### src/rtl/rom_arbiter_if.sv
// Bundle of the fetch port, load port and combinational ROM lookup
// shared between the arbiter and its requesters.
interface rom_arbiter_if;
    logic        if_req;
    logic [11:0] if_addr;
    logic        if_gnt;
    logic        if_rvalid;
    logic [31:0] if_rdata;
    logic        if_err;

    logic        ls_req;
    logic [11:0] ls_addr;
    logic        ls_gnt;
    logic        ls_rvalid;
    logic [31:0] ls_rdata;
    logic        ls_err;

    logic [11:0] rom_addr;
    logic [31:0] rom_inst;

    modport slave (
        input  if_req, if_addr, ls_req, ls_addr, rom_inst,
        output if_gnt, if_rvalid, if_rdata, if_err,
        output ls_gnt, ls_rvalid, ls_rdata, ls_err,
        output rom_addr
    );

    modport master (
        output if_req, if_addr, ls_req, ls_addr, rom_inst,
        input  if_gnt, if_rvalid, if_rdata, if_err,
        input  ls_gnt, ls_rvalid, ls_rdata, ls_err,
        input  rom_addr
    );
endinterface

### src/rtl/rom_arbiter.sv
// Two-port arbiter in front of a combinational code ROM: fetch has priority,
// loads win after STARVE_MAX consecutive fetch grants while they wait.
module rom_arbiter #(
    parameter int DEPTH      = 128,
    parameter int STARVE_MAX = 4
) (
    input  logic         clk,
    input  logic         rst_n,
    rom_arbiter_if.slave bus
);

    localparam int CW = (STARVE_MAX > 0) ? $clog2(STARVE_MAX + 1) : 1;
    localparam logic [CW-1:0] CNT_MAX = CW'(STARVE_MAX);

    logic [CW-1:0] starve_cnt_q, starve_cnt_d;
    logic          if_gnt, ls_gnt;
    logic          addr_ok;

    logic          if_rvalid_q, if_rvalid_d;
    logic [31:0]   if_rdata_q, if_rdata_d;
    logic          if_err_q, if_err_d;
    logic          ls_rvalid_q, ls_rvalid_d;
    logic [31:0]   ls_rdata_q, ls_rdata_d;
    logic          ls_err_q, ls_err_d;

    function automatic logic addr_valid(input logic [11:0] a);
        return (a[1:0] == 2'b00) && ({22'd0, a[11:2]} < 32'(DEPTH));
    endfunction

    always_comb begin
        if_gnt = 1'b0;
        ls_gnt = 1'b0;
        if (bus.ls_req && (!bus.if_req || starve_cnt_q == CNT_MAX)) begin
            ls_gnt = 1'b1;
        end else if (bus.if_req) begin
            if_gnt = 1'b1;
        end
    end

    // The counter only measures an unbroken wait: any gap in ls_req restarts it.
    always_comb begin
        starve_cnt_d = starve_cnt_q;
        if (!bus.ls_req || ls_gnt) begin
            starve_cnt_d = '0;
        end else if (if_gnt && starve_cnt_q != CNT_MAX) begin
            starve_cnt_d = starve_cnt_q + CW'(1);
        end
    end

    assign bus.rom_addr = ls_gnt ? bus.ls_addr : bus.if_addr;
    assign addr_ok      = addr_valid(bus.rom_addr);

    always_comb begin
        if_rvalid_d = if_gnt;
        if_rdata_d  = if_rdata_q;
        if_err_d    = if_err_q;
        ls_rvalid_d = ls_gnt;
        ls_rdata_d  = ls_rdata_q;
        ls_err_d    = ls_err_q;
        if (if_gnt) begin
            if_rdata_d = addr_ok ? bus.rom_inst : 32'd0;
            if_err_d   = !addr_ok;
        end
        if (ls_gnt) begin
            ls_rdata_d = addr_ok ? bus.rom_inst : 32'd0;
            ls_err_d   = !addr_ok;
        end
    end

    always_ff @(posedge clk or negedge rst_n) begin
        if (!rst_n) begin
            starve_cnt_q <= '0;
            if_rvalid_q  <= 1'b0;
            if_rdata_q   <= 32'd0;
            if_err_q     <= 1'b0;
            ls_rvalid_q  <= 1'b0;
            ls_rdata_q   <= 32'd0;
            ls_err_q     <= 1'b0;
        end else begin
            starve_cnt_q <= starve_cnt_d;
            if_rvalid_q  <= if_rvalid_d;
            if_rdata_q   <= if_rdata_d;
            if_err_q     <= if_err_d;
            ls_rvalid_q  <= ls_rvalid_d;
            ls_rdata_q   <= ls_rdata_d;
            ls_err_q     <= ls_err_d;
        end
    end

    assign bus.if_gnt    = if_gnt;
    assign bus.ls_gnt    = ls_gnt;
    assign bus.if_rvalid = if_rvalid_q;
    assign bus.if_rdata  = if_rdata_q;
    assign bus.if_err    = if_err_q;
    assign bus.ls_rvalid = ls_rvalid_q;
    assign bus.ls_rdata  = ls_rdata_q;
    assign bus.ls_err    = ls_err_q;

endmodule

### src/flat_wrapper.sv
// flat-port wrapper written by rule: the top's interface ports become plain ports
module rom_arbiter_flat 
#(
    parameter int DEPTH      = 128,
    parameter int STARVE_MAX = 4
)
  (clk, rst_n, bus_if_req, bus_if_addr, bus_ls_req, bus_ls_addr, bus_rom_inst, bus_if_gnt, bus_if_rvalid, bus_if_rdata, bus_if_err, bus_ls_gnt, bus_ls_rvalid, bus_ls_rdata, bus_ls_err, bus_rom_addr);
  rom_arbiter_if bus_i ();
  input  logic clk;
  input  logic rst_n;
  input wire logic [$bits(bus_i.if_req)-1:0] bus_if_req;
  input wire logic [$bits(bus_i.if_addr)-1:0] bus_if_addr;
  input wire logic [$bits(bus_i.ls_req)-1:0] bus_ls_req;
  input wire logic [$bits(bus_i.ls_addr)-1:0] bus_ls_addr;
  input wire logic [$bits(bus_i.rom_inst)-1:0] bus_rom_inst;
  output wire logic [$bits(bus_i.if_gnt)-1:0] bus_if_gnt;
  output wire logic [$bits(bus_i.if_rvalid)-1:0] bus_if_rvalid;
  output wire logic [$bits(bus_i.if_rdata)-1:0] bus_if_rdata;
  output wire logic [$bits(bus_i.if_err)-1:0] bus_if_err;
  output wire logic [$bits(bus_i.ls_gnt)-1:0] bus_ls_gnt;
  output wire logic [$bits(bus_i.ls_rvalid)-1:0] bus_ls_rvalid;
  output wire logic [$bits(bus_i.ls_rdata)-1:0] bus_ls_rdata;
  output wire logic [$bits(bus_i.ls_err)-1:0] bus_ls_err;
  output wire logic [$bits(bus_i.rom_addr)-1:0] bus_rom_addr;
  assign bus_i.if_req = bus_if_req;
  assign bus_i.if_addr = bus_if_addr;
  assign bus_i.ls_req = bus_ls_req;
  assign bus_i.ls_addr = bus_ls_addr;
  assign bus_i.rom_inst = bus_rom_inst;
  assign bus_if_gnt = bus_i.if_gnt;
  assign bus_if_rvalid = bus_i.if_rvalid;
  assign bus_if_rdata = bus_i.if_rdata;
  assign bus_if_err = bus_i.if_err;
  assign bus_ls_gnt = bus_i.ls_gnt;
  assign bus_ls_rvalid = bus_i.ls_rvalid;
  assign bus_ls_rdata = bus_i.ls_rdata;
  assign bus_ls_err = bus_i.ls_err;
  assign bus_rom_addr = bus_i.rom_addr;
  rom_arbiter #(.DEPTH(DEPTH), .STARVE_MAX(STARVE_MAX)) u_core (.clk(clk), .rst_n(rst_n), .bus(bus_i));
endmodule
### config.mk
export PLATFORM = sky130hd
export DESIGN_NAME = rom_arbiter_flat
export DESIGN_NICKNAME = d
export VERILOG_FILES = /design/src/rtl/rom_arbiter_if.sv /design/src/rtl/rom_arbiter.sv /design/src/flat_wrapper.sv
export SDC_FILE = /design/constraint.sdc
export NUM_CORES = 1
export LEC_CHECK = 0
export CORE_MARGIN = 2
export CORE_UTILIZATION = 30
export DETAILED_ROUTE_END_ITERATION = 16
export MAX_ROUTING_LAYER = met4
export PLACE_DENSITY = 0.62
export SETUP_SLACK_MARGIN = 0.02
export SLEW_MARGIN = 25
export SYNTH_ARGS = -nofsm -noshare
export SYNTH_HDL_FRONTEND = slang
export SYNTH_SLANG_ARGS = --single-unit
### constraint.sdc
create_clock -name clk -period 1.6 [get_ports clk]
set_input_delay 0.24 -clock clk [delete_from_list [all_inputs] [get_ports clk]]
set_output_delay 0.24 -clock clk [all_outputs]
set_load 0.1 [all_outputs]
; Yosys cells after proc, flatten, opt, wreduce, memory -nomap -nowiden
; Index checks and enable logic that the tools add are counted.
[op_classes]
div_mod_pow = 0
n_mul = 0
bitwise_logic = 0
n_eq_ne = 2
n_lt_le_gt_ge = 1
muxes = 7
n_reduce_logical = 10
shift = 0
n_addsub = 1
[ops]
columns = cell, count
row1 = two-way mux 32 bit, 1
row2 = two-way mux 12 bit, 1
row3 = "less-than comparator 10 x 8 -> 1 bit, second input constant", 1
row4 = two-way mux 3 bit, 2
row5 = "adder 3 x 1 -> 3 bit, second input constant", 1
row6 = "equality test 3 bit, second input constant", 1
row7 = logical AND 1 bit, 3
row8 = logical NOT 1 bit, 3
row9 = two-way mux 1 bit, 3
row10 = "!= test 3 bit, second input constant", 1
row11 = logical NOT 2 bit, 1
row12 = logical OR 1 bit, 2
row13 = nonzero test 2 bit, 1
[totals]
mem_bits_rw = 0
latch_bits = 0
mem_count = 0
out_inout_bits = 82
rom_bits = 0
input_bits = 60
ff_bits = 71
elab_cells = 28

; Logic depth before layout (Yosys ltp)
[depth]
word_depth = 8
depth_mapped = 7
depth_no_buf = 6

; Least setup slack after synthesis
; No wires, ideal clock.
[synth_path]
path_type = register to register
start = reg u_core.starve_cnt_q[0]
end = reg u_core.ls_err_q, in the netlist u_core.bus.ls_err
t_required_ps = 1436
synth_period_minus_slack_ps = 1955
setup_time_ps = 164
slack_ps = -355
path_stages_with_launch = 8
arrival_ps = 1790
path_buffers = 1
path_cell_list = dfrtp_1 > inv_1 > ha_1 > a21bo_4 > nand2_4 > buf_2 > inv_1 > a21oi_1
[synth_via]
elab_chain_cells = 8
elab_cells_between_ends = 9
classes_between = 1 x order compare / 1 x eq/ne / 2 x mux / 5 x reduce/logical
[synth_rtl]
columns = element, line_no
row1 = from (decl), rom_arbiter.sv:15  ; logic [CW-1:0] starve_cnt_q, starve_cnt_d;
row2 = from (signal assigned), rom_arbiter.sv:80  ; starve_cnt_q <= starve_cnt_d;
row3 = equality test 3 bit (*), rom_arbiter.sv:33  ; if (bus.ls_req && (!bus.if_req || starve_cnt_q == CNT_MAX)) begin
row4 = logical OR 1 bit (*), rom_arbiter.sv:33
row5 = logical AND 1 bit (*), rom_arbiter.sv:33
row6 = two-way mux 1 bit (*), rom_arbiter.sv:33
row7 = net bus_ls_gnt, flat_wrapper.sv:20  ; output wire logic [$bits(bus_i.ls_gnt)-1:0] bus_ls_gnt;
row8 = two-way mux 12 bit, rom_arbiter.sv:50  ; assign bus.rom_addr = ls_gnt ? bus.ls_addr : bus.if_addr;
row9 = less-than comparator 10 x 8 -> 1 bit / logical NOT 2 bit (equally long branches), rom_arbiter.sv:27  ; return (a[1:0] == 2'b00) && ({22'd0, a[11:2]} < 32'(DEPTH));
row10 = logical AND 1 bit, rom_arbiter.sv:27
row11 = logical NOT 1 bit, rom_arbiter.sv:66  ; ls_err_d = !addr_ok;
row12 = to (signal assigned), rom_arbiter.sv:86  ; ls_err_q <= ls_err_d;
row13 = to (decl), rom_arbiter.sv:24  ; logic ls_err_q, ls_err_d;
; The timed path passes the listed nets; every way through them passes the cells marked *.
; A chain may end at the register's enable or synchronous reset.

; Final worst setup path
[layout_path]
start = reg u_core.starve_cnt_q[0]
end = out bus_rom_addr[1]
[layout_via]
elab_chain_cells = 5
[layout_rtl]
columns = element, line_no
row1 = equality test 3 bit, rom_arbiter.sv:33
row2 = logical OR 1 bit, rom_arbiter.sv:33
row3 = logical AND 1 bit, rom_arbiter.sv:33
row4 = two-way mux 1 bit, rom_arbiter.sv:33
row5 = two-way mux 12 bit, rom_arbiter.sv:50
row6 = to (decl), flat_wrapper.sv:24  ; output wire logic [$bits(bus_i.rom_addr)-1:0] bus_rom_addr;
; No other way between the ends.

==> results by group <==
Layout
  • Finished Layout Cells: 570
  • Area used by multi-input combinational logic: 0.001658 mm²
  • Final net count: 492
  • Layout fillers: 772
  • N_diodes: 0
  • Layout cell share with drive strength beyond 1: 51.84%
  • Area grow syn2layout: 108.2%
  • Seq. cell area: 0.001777 mm²

Yosys
  • Post-Synthesis Cell Area: 0.003187 mm²
  • Ys flop type: dfrtp_1
  • Share of the yosys chip area belonging to registers: 55.75%
  • Area share of the largest cell type after synthesis: 55.75%
  • Largest area contributor in the netlist: dfrtp_1
  • Asr flop ratio synth: 100.0%
  • Synthesized flop and latch total: 71
  • Synth cell count leaders: 71 x dfrtp_1, 33 x nand3_1, 32 x and3_1, 32 x o2bb2ai_1, 24 x a22o_2
  • Count leader, synth: dfrtp_1
  • Top post-synthesis cells by area: dfrtp_1 56%, o2bb2ai_1 8.8%, a22o_2 7.5%, and3_1 6.3%, nand3_1 5.2%
  • Net Count, Synth: 325
  • EDFF count, synth: 0
  • Mapped Avg Cell Area: 12.12 µm²
  • Ys Warns: 0
  • Cell variety after synth: 25
  • Synthesized instance count: 263

STA
  • Clock period minus worst slack: 2.035 ns
  • Final Setup Violations: 47
  • RSZ-0062 raised after global routing: true
  • Fin crit share: 127.2%
  • Relative slew slack: 63.21%
  • Worst Setup Slack, final: -0.4352 ns
  • Clock Skews: 0.01027 ns
  • Final Slew Violations: 0
  • Maximum clock rate: 0.4914 GHz
  • Final hold vios: 0
  • Worst Max-Slew Pin Slew: 0.5518 ns

Drt
  • DR vias/cell: 5.130
  • Routed Antenna Nets: 0
  • DRT iter0 DRCs: 120
  • Routed WL per cell: 20.04 µm
  • Vias: 2,924
  • DRC Markers: 0
  • Routed wire length: 11,420 µm
  • DRT Pass-1 Iters: 4

Floorplan
  • Ports: 142
  • Core region area: 0.01032 mm²
  • Horiz. Die Dim: 107.1 µm
  • Rows: 37
  • Die height: 107.1 µm
  • Initial core utilization: 30.87%
  • Full die area: 0.01146 mm²

Worst setup path
  • CP Class: reg2out
  • CP Max Fanout: 7
  • CP Launch Type: register
  • Crit-path cells: inv_2 -> ha_4 -> a21bo_4 -> nand2_8 -> mux2_4 -> buf_12
  • Critical Path AT: 1.80 ns
  • WP data required: 1.36 ns
  • Max stage delay on crit path: 0.36 ns
  • CP max stage cell: dfrtp_1
  • Crit path capture type: primary output

Power and ir drop
  • Overall power: 4.735 mW
  • P_leak: 2.971 nW
  • Max VDD drop: 382.0 µV
  • Power density over cell area: 713.6 mW/mm²

Clock network
  • CTS Root Cell: clkbuf_8
  • Clock Sinks: 71
  • Clock Tree Buf Depth: 2
  • Worst-Skew Late Latency: 0.35 ns
  • TritonCTS Buffers: 9
  • CTS H-tree lvls: 3
  • Clock transition at the registers of the reported paths: 0.08 ns
  • CTS tree: done

Global routing
  • Overall Global Routing Usage: 19.39%
  • First-pass GRT wire length: 16,770 µm
  • Vias in the first global route: 2,976
  • Initial antenna violation count: 0
  • GRT overflow: 0
  • Largest net degree at the start of global routing: 36

Place
  • Cell count after placement: 536
  • Place WS: -0.3738 ns
  • Port bufs: 141
  • Gpl congestion: 0.7676
  • DP Wirelength: 7466 µm

Run status
  • Failing checks: negative setup slack
  • Status: complete, but fails checks

Min path
  • Hold WC Path Type: in2async

Job
  • Maxcap violations: 0
per-layer routing:
layer / vias to the layer above / share of wire, % / global-route usage (%)
met5: - / 0 / -
met4: 0 / 2.0 / 6.957
met3: 22 / 5.6 / 4.255
met2: 112 / 50 / 29.79
met1: 1461 / 42 / 25.29
li1: 1329 / - / -
power by group:
part           internal (mW)  leakage, nW  switching [mW]  total [mW]
Clock                  0.964        0.116           0.702        1.67
Combinational          0.518         1.88           0.696        1.21
Sequential              1.82        0.974          0.0340        1.86
Total                   3.30         2.97            1.43        4.73
metrics by stage:
stage / TNS [ns] / hold WS, ns / instance area, µm² / utilization [%]
CTS: -5.957 / 0.4002 / 6043 / 58.54
detailed placement: -17.01 / 0.2294 / 5705 / 55.27
finish: -7.157 / 0.4046 / 6635 / 64.27
global placement: -15.68 / 0.2304 / 5705 / 55.27
global route: -10.03 / 0.4284 / 6635 / 64.27
floorplan: -2.167 / -0.05559 / 3243 / -
sequential cells by signal (all words and copies together) (netlist names):
register              flops
u_core.bus.if_err         1
u_core.bus.if_rdata      32
u_core.bus.if_rvalid      1
u_core.bus.ls_err         1
u_core.bus.ls_rdata      32
u_core.bus.ls_rvalid      1
u_core.starve_cnt_q       3
layout make-up:
cell class	count	share of cell area (%)
clock buffer	11	2.282
clock inverter	4	1.169
inverter	4	0.3583
multi-input combinational	162	24.99
sequential	71	26.78
tap	136	2.565
timing repair buffer	182	41.86
path summary, 6_finish.rpt:
kind | start | to | slack, ns | depth (start not counted)
max | u_core.starve_cnt_q[0] | bus_rom_addr[1] | -0.44 | 6
min | rst_n | u_core.bus.if_rdata[27] | 0.40 | 2
min in group clk | bus_rom_inst[28] | u_core.bus.if_rdata[28] | 0.49 | 3
max reg2reg | u_core.starve_cnt_q[0] | u_core.bus.ls_rdata[10] | -0.08 | 7
max in group asynchronous | rst_n | u_core.bus.ls_rdata[5] | 0.66 | 3
min reg2reg | u_core.bus.if_rdata[28] | u_core.bus.if_rdata[28] | 0.56 | 1
repair_timing:
action,4_1_cts,5_1_grt
buffers inserted,5,7
cloned,1,8
pin swaps,3,6
endpoints found under the setup margin,61,80
hold buffers,1,0
resized for setup,15,65
endpoints found under the hold margin,32,0
placed cells by master, fill, tap and decap left out, types with 2 or more instances in the layout:
cell,n
buf_12,90
dfrtp_1,71
clkdlybuf4s50_1,57
nand3_1,27
and3_1,27
a22o_2,24
o2bb2ai_2,21
buf_4,20
mux2_4,12
clkbuf_8,11
a22o_1,8
o2bb2ai_4,6
clkbuf_16,6
nand3_2,5
o2bb2ai_1,5
and3_4,5
buf_6,5
nor2_1,3
nand2_1,3
inv_2,2
nand2_8,2
clkinv_4,2
bufinv_16,2
buf_8,2
cell families (layout without fill, tap and decap cells):
logic type / after synthesis / in the layout / share of synthesized area, %
muxes: 14 / 14 / 4.908
adders and majority gates: 2 / 2 / 0.7851
DFF: 71 / 71 / 55.75
buffers and inverters: 31 / 201 / 4.907
and+or+nand+nor: 78 / 79 / 14.29
AOI/OAI and AO/OA: 67 / 67 / 19.36
worst max-delay path, delay by kind of cell, from the launching register on:
kind            cells  cell delay (ns)
flops               1             0.36
mux                 1             0.33
compound gates      1             0.25
buf+inv             2             0.22
fa+ha+maj           1             0.16
simple gates        1             0.12
Power figures use the tool's default switching activity.
